==> src/rtl/sht40_sequencer.sv <==
// SHT40 measurement sequencer: triggers one i2c_master transaction, collects the
// six returned bytes, CRC-checks both words and publishes the raw readings or an
// error code.
module sht40_sequencer #(
    parameter logic [6:0]  SENSOR_ADDR    = 7'h44,
    parameter logic [7:0]  MEAS_CMD       = 8'hFD,
    parameter logic [23:0] MEAS_PERIOD    = 24'd12_000_000,
    parameter logic [23:0] TIMEOUT_CYCLES = 24'd2_400_000,
    parameter logic [3:0]  NUM_READS      = 4'd5
) (
    input  logic        clk,
    input  logic        rst_n,
    input  logic        start,
    output logic        busy,
    output logic        meas_valid,
    output logic        meas_error,
    output logic [1:0]  err_code,
    output logic [15:0] temp_raw,
    output logic [15:0] rh_raw,
    output logic        proc_ready,
    output logic [6:0]  periph_addr,
    output logic [7:0]  cmd_frame,
    output logic        i2c_writes,
    output logic [3:0]  sht_reads,
    output logic        crc_error,
    input  logic [2:0]  master_state,
    input  logic [3:0]  bytes_received,
    input  logic [7:0]  data_received
);

    typedef enum logic [2:0] {
        S_IDLE,
        S_REQUEST,
        S_ACTIVE,
        S_DONE,
        S_ERROR
    } state_t;

    localparam logic [1:0] ERR_NONE    = 2'b00;
    localparam logic [1:0] ERR_CRC     = 2'b01;
    localparam logic [1:0] ERR_TIMEOUT = 2'b10;
    localparam logic [1:0] ERR_SHORT   = 2'b11;

    localparam logic [2:0] MST_IDLE = 3'b000;

    state_t      state;
    logic [23:0] period_cnt;
    logic [23:0] tmo_cnt;
    logic [3:0]  prev_cnt;
    logic [2:0]  byte_idx;
    logic [7:0]  byte_q [6];
    logic [1:0]  err_pend;

    logic        period_hit;
    logic        timeout_hit;
    logic        byte_evt;
    logic        store;
    logic [2:0]  idx_next;
    logic        crc_fail;
    logic [7:0]  crc_calc;

    // CRC-8, poly 0x31, init 0xFF, MSB first over one 16-bit word
    function automatic logic [7:0] crc8_word(input logic [7:0] hi, input logic [7:0] lo);
        logic [7:0]  crc;
        logic [15:0] data;
        logic        fb;
        crc  = 8'hFF;
        data = {hi, lo};
        for (int unsigned i = 0; i < 16; i++) begin
            fb   = crc[7] ^ data[15];
            crc  = {crc[6:0], 1'b0} ^ (fb ? 8'h31 : 8'h00);
            data = {data[14:0], 1'b0};
        end
        return crc;
    endfunction

    assign periph_addr = SENSOR_ADDR;
    assign cmd_frame   = MEAS_CMD;
    assign i2c_writes  = 1'b1;
    assign sht_reads   = NUM_READS;

    assign period_hit  = (MEAS_PERIOD != '0) && (period_cnt == MEAS_PERIOD - 24'd1);
    assign timeout_hit = (tmo_cnt == TIMEOUT_CYCLES);

    // Byte arrival detection, index advance and CRC check of the word just completed
    always_comb begin
        byte_evt = (bytes_received != prev_cnt);
        store    = byte_evt && (byte_idx < 3'd6);
        idx_next = store ? byte_idx + 3'd1 : byte_idx;
        crc_calc = (byte_idx == 3'd2) ? crc8_word(byte_q[0], byte_q[1])
                                      : crc8_word(byte_q[3], byte_q[4]);
        crc_fail = store && ((byte_idx == 3'd2) || (byte_idx == 3'd5)) &&
                   (crc_calc != data_received);
    end

    // Free-running auto-trigger period counter, active in every state
    always_ff @(posedge clk or negedge rst_n) begin
        if (!rst_n) begin
            period_cnt <= '0;
        end else if (MEAS_PERIOD == '0 || period_hit) begin
            period_cnt <= '0;
        end else begin
            period_cnt <= period_cnt + 24'd1;
        end
    end

    // Measurement FSM with registered control and result outputs
    always_ff @(posedge clk or negedge rst_n) begin
        if (!rst_n) begin
            state      <= S_IDLE;
            busy       <= 1'b0;
            meas_valid <= 1'b0;
            meas_error <= 1'b0;
            err_code   <= ERR_NONE;
            temp_raw   <= '0;
            rh_raw     <= '0;
            proc_ready <= 1'b0;
            crc_error  <= 1'b0;
            tmo_cnt    <= '0;
            prev_cnt   <= '0;
            byte_idx   <= '0;
            err_pend   <= ERR_NONE;
            for (int unsigned i = 0; i < 6; i++) begin
                byte_q[i] <= '0;
            end
        end else begin
            meas_valid <= 1'b0;
            meas_error <= 1'b0;
            crc_error  <= 1'b0;
            case (state)
                S_IDLE: begin
                    if (start || period_hit) begin
                        state      <= S_REQUEST;
                        busy       <= 1'b1;
                        proc_ready <= 1'b1;
                        prev_cnt   <= bytes_received;
                        byte_idx   <= '0;
                        tmo_cnt    <= '0;
                    end
                end
                S_REQUEST: begin
                    tmo_cnt <= tmo_cnt + 24'd1;
                    if (timeout_hit) begin
                        proc_ready <= 1'b0;
                        err_pend   <= ERR_TIMEOUT;
                        state      <= S_ERROR;
                    end else if (master_state != MST_IDLE) begin
                        proc_ready <= 1'b0;
                        state      <= S_ACTIVE;
                    end
                end
                S_ACTIVE: begin
                    tmo_cnt <= tmo_cnt + 24'd1;
                    if (byte_evt) begin
                        prev_cnt <= bytes_received;
                    end
                    if (store) begin
                        byte_q[byte_idx] <= data_received;
                        byte_idx         <= idx_next;
                    end
                    // CRC failure beats completion, completion beats timeout
                    if (crc_fail) begin
                        crc_error <= 1'b1;
                        err_pend  <= ERR_CRC;
                        state     <= S_ERROR;
                    end else if (master_state == MST_IDLE) begin
                        if (idx_next == 3'd6) begin
                            state <= S_DONE;
                        end else begin
                            err_pend <= ERR_SHORT;
                            state    <= S_ERROR;
                        end
                    end else if (timeout_hit) begin
                        err_pend <= ERR_TIMEOUT;
                        state    <= S_ERROR;
                    end
                end
                S_DONE: begin
                    temp_raw   <= {byte_q[0], byte_q[1]};
                    rh_raw     <= {byte_q[3], byte_q[4]};
                    err_code   <= ERR_NONE;
                    meas_valid <= 1'b1;
                    busy       <= 1'b0;
                    state      <= S_IDLE;
                end
                S_ERROR: begin
                    err_code   <= err_pend;
                    meas_error <= 1'b1;
                    busy       <= 1'b0;
                    proc_ready <= 1'b0;
                    state      <= S_IDLE;
                end
                default: begin
                    busy       <= 1'b0;
                    proc_ready <= 1'b0;
                    state      <= S_IDLE;
                end
            endcase
        end
    end

endmodule

==> config.mk <==
export PLATFORM = sky130hd
export DESIGN_NAME = sht40_sequencer
export DESIGN_NICKNAME = d
export VERILOG_FILES = /design/src/rtl/sht40_sequencer.sv
export SDC_FILE = /design/constraint.sdc
export NUM_CORES = 1
export LEC_CHECK = 0
export ABC_AREA = 0
export ABC_CLOCK_PERIOD_IN_PS = 3600
export CAP_MARGIN = 5
export CORE_MARGIN = 3
export CORE_UTILIZATION = 35
export DETAILED_ROUTE_END_ITERATION = 6
export PLACE_DENSITY = 0.53
export SLEW_MARGIN = 30
export SYNTH_ARGS = -nofsm -noshare
export SYNTH_HDL_FRONTEND = slang
export SYNTH_SLANG_ARGS = --single-unit
==> constraint.sdc <==
create_clock -name clk -period 3.6 [get_ports clk]
set_clock_uncertainty 0.2 [all_clocks]
set_input_delay 1.08 -clock clk [delete_from_list [all_inputs] [get_ports clk]]
set_output_delay 1.08 -clock clk [all_outputs]
set_load 0.05 [all_outputs]
==> impl_metrics.py <==
metrics = {
    "clock_tree": {
        "cts_setup_buffers": 0,
        "clock-sinks": 131,
        "htreeDepth": 4,
        "clkTransAtPathRegs_ns": 0.06,
        "insertion_delay_ns": 0.42,
        "cts-buffers-inserted": 17,
        "cts_tree": "yes",
        "clockBufferDepth": 2,
        "root_buffer": "clkbuf_16",
    },
    "worst_setup_path": {
        "worstSetupPathType": "reg2reg",
        "path_max_fanout": 4,
        "worstPathArrival_ns": 3.54,
        "critPathLaunchType": "register",
        "worst_setup_path_end_kind": "register",
        "cp.required_ns": 3.70,
    },
    "layout": {
        "finalNonFillerCells": 948,
        "fillers": 1758,
        "multi_input_area_um2": 3340,
        "drive_gt1_share_pct": 18.2,
        "seq_area_um2": 3280,
        "num_antenna_cells": 0,
        "nets": 699,
        "syn2layout_area_growth_pct": 23.5,
        "final_area_um2": 8410,
    },
    "logic_synthesis": {
        "synth_cells": 596,
        "synth_common_cells": "131 x dfrtp_1, 62 x mux2_2, 54 x xnor2_1, 49 x nor2_1, 47 x xor2_1",
        "synthArstFlopShare_pct": 100,
        "synth_seq_cells": 131,
        "synth_most_common_cell": "dfrtp_1",
        "synth_area_leaders": "dfrtp_1 48%, mux2_2 10%, xnor2_1 6.9%",
        "synth_top_area_share_pct": 48.1,
        "synth-edff-count": 0,
        "syn-mean-instance-area_um2": 11.4,
        "netlist_area_um2": 6810,
        "synth-seq-area-share_pct": 48.1,
        "yosys_warnings": 0,
        "ys.flop_type": "dfrtp_1",
        "ys_types": 54,
        "synth.largest_area_cell": "dfrtp_1",
    },
    "sta": {
        "final_hold_viol_count": 0,
        "setup_violations": 0,
        "final_max_slew_viol_count": 0,
        "period_share_pct": 95.4,
        "max_freq_mhz": 291,
        "worstMarginPinSlew_ns": 0.548,
        "min_period_ns": 3.44,
        "slew_headroom_pct": 63.4,
        "grt_setup_unrepaired": "no",
        "fin_setup_tns_ns": 0,
        "hold_ws_ns": 0.278,
    },
    "floorplan": {
        "die_h_um": 146,
        "die_w_um": 146,
        "io_pins": 77,
        "dieArea_um2": 21200,
        "core_area_um2": 18900,
        "rows": 50,
        "start_util_pct": 36.1,
    },
    "grt": {
        "grt_pass1_wl_um": 23500,
        "grt_max_degree": 59,
        "grt_pass1_vias": 4620,
        "grt_overflow": 0,
        "antenna_found_initial": 0,
        "track_usage_pct": 13.8,
    },
    "route": {
        "firstDrtPassIters": 4,
        "drc": 0,
        "wl_per_cell_um": 14.7,
        "drt_wl_total_um": 13900,
        "viasPerCell": 4.74,
        "drtAntennaViolNets": 0,
        "drt_iter0_drc": 193,
        "vias": 4490,
    },
    "placed_design": {
        "placement.io_buffers": 56,
        "place_congestion": 0.817,
        "hpwl_um": 10300,
        "place_inst": 916,
        "post_dp_cell_area_um2": 7740,
    },
    "flow_run": {
        "cap_violations": 0,
    },
    "power_and_ir_drop": {
        "ir_drop_v": 0.000728,
        "p_total_uw": 9600,
        "powerDensity_nw_per_um2": 1140,
        "power_leakage_uw": 0.00384,
    },
    "hold_path": {
        "worstHoldPathType": "reg2reg",
    },
    "run_status": {
        "run_status": "completed",
    },
}
==> through the flow <==
| stage | util (%) | worst slack (ns) |
|---|---|---|
| after floorplan | - | 0.419 |
| after global placement | 41.0 | -0.00565 |
| after detailed placement | 41.0 | -0.115 |
| after CTS | 44.5 | 0.0933 |
| after global routing | 44.5 | 0.0150 |
| final | 44.5 | 0.164 |
==> layout make-up <==
class,count,share of cell area [%]
Inverter,10,0.446
Clock buffer,23,5.92
Multi-Input combinational cell,434,39.7
Timing Repair Buffer,81,9.01
Clock inverter,9,2.05
Sequential cell,131,39.0
Tap cell,260,3.87
==> sequential cells by signal, indices dropped and copies added, names as in the netlist, 2 cells and up <==
name,cells
byte_idx,3
temp_raw,16
err_code,2
prev_cnt,4
rh_raw,16
period_cnt,24
tmo_cnt,24
state,3
err_pend,2
byte_q,32
==> final timing paths <==
kind	from	endpoint	slack, ns	cells past startpoint
min in group asynchronous	rst_n	rh_raw[13]$_DFFE_PN0P_	0.33	1
worst min-delay path	period_cnt[4]$_DFF_PN0_	period_cnt[4]$_DFF_PN0_	0.28	1
worst min register to register	period_cnt[4]$_DFF_PN0_	period_cnt[4]$_DFF_PN0_	0.28	1
max in group asynchronous	rst_n	period_cnt[11]$_DFF_PN0_	2.19	2
worst max register to register	byte_q[45]$_DFFE_PN0P_	state[0]$_DFFE_PN0P_	0.16	10
worst max-delay path	byte_q[45]$_DFFE_PN0P_	state[0]$_DFFE_PN0P_	0.16	10
==> placed cells by master, fill, tap and decap left out, drive strengths merged, types with 6 or more instances in the layout <==
master and n:
a21oi 12, and3 12, buf 26, clkbuf 23
clkdlybuf4s50 55, conb 20, dfrtp 131, ha 6
inv 10, mux2 66, nand2 35, nand2b 8
nand3 23, nand4 9, nor2 49, nor2b 7
nor3 9, o21ai 14, xnor2 55, xnor3 12
xor2 47
==> logic make-up (layout without fill, tap and decap cells) <==
kind of cell | after synthesis | after routing | synth area share (%)
compound gates | 45 | 45 | 4.30
mux | 71 | 71 | 11.6
simple gates | 177 | 177 | 13.3
flops | 131 | 131 | 48.1
other cells | 2 | 20 | 0.110
buf+inv | 49 | 123 | 3.84
fa+ha+maj | 6 | 6 | 1.10
xor+xnor | 115 | 115 | 17.6
==> routing by layer <==
layer	share of wire (%)	track usage, %
met1	45	17.2
met2	50	23.3
met3	3.3	3.18
met4	1.9	5.60
met5	0	0
==> worst max-delay path, stage by stage (launching register included) <==
cell and delay [ns]:
dfrtp_1 0.44, xnor3_1 0.45, xor3_1 0.44, xnor3_2 0.45, xnor2_1 0.15, mux2i_1 0.21, xnor2_1 0.14, nor4_4 0.34
o21ai_1 0.14, nor3_2 0.26, o31ai_2 0.09
==> timing repair <==
action	in CTS	in global routing
setup endpoints to repair	0	1
gates resized for setup	0	1
hold buffers	0	0
==> report_power, final <==
group | switching (uW) | internal [uW] | total (uW)
clock | 627 | 1320 | 1940
combinational | 2760 | 2600 | 5360
sequential | 402 | 1890 | 2290
Note: power is estimated with default switching activity, not from simulation.
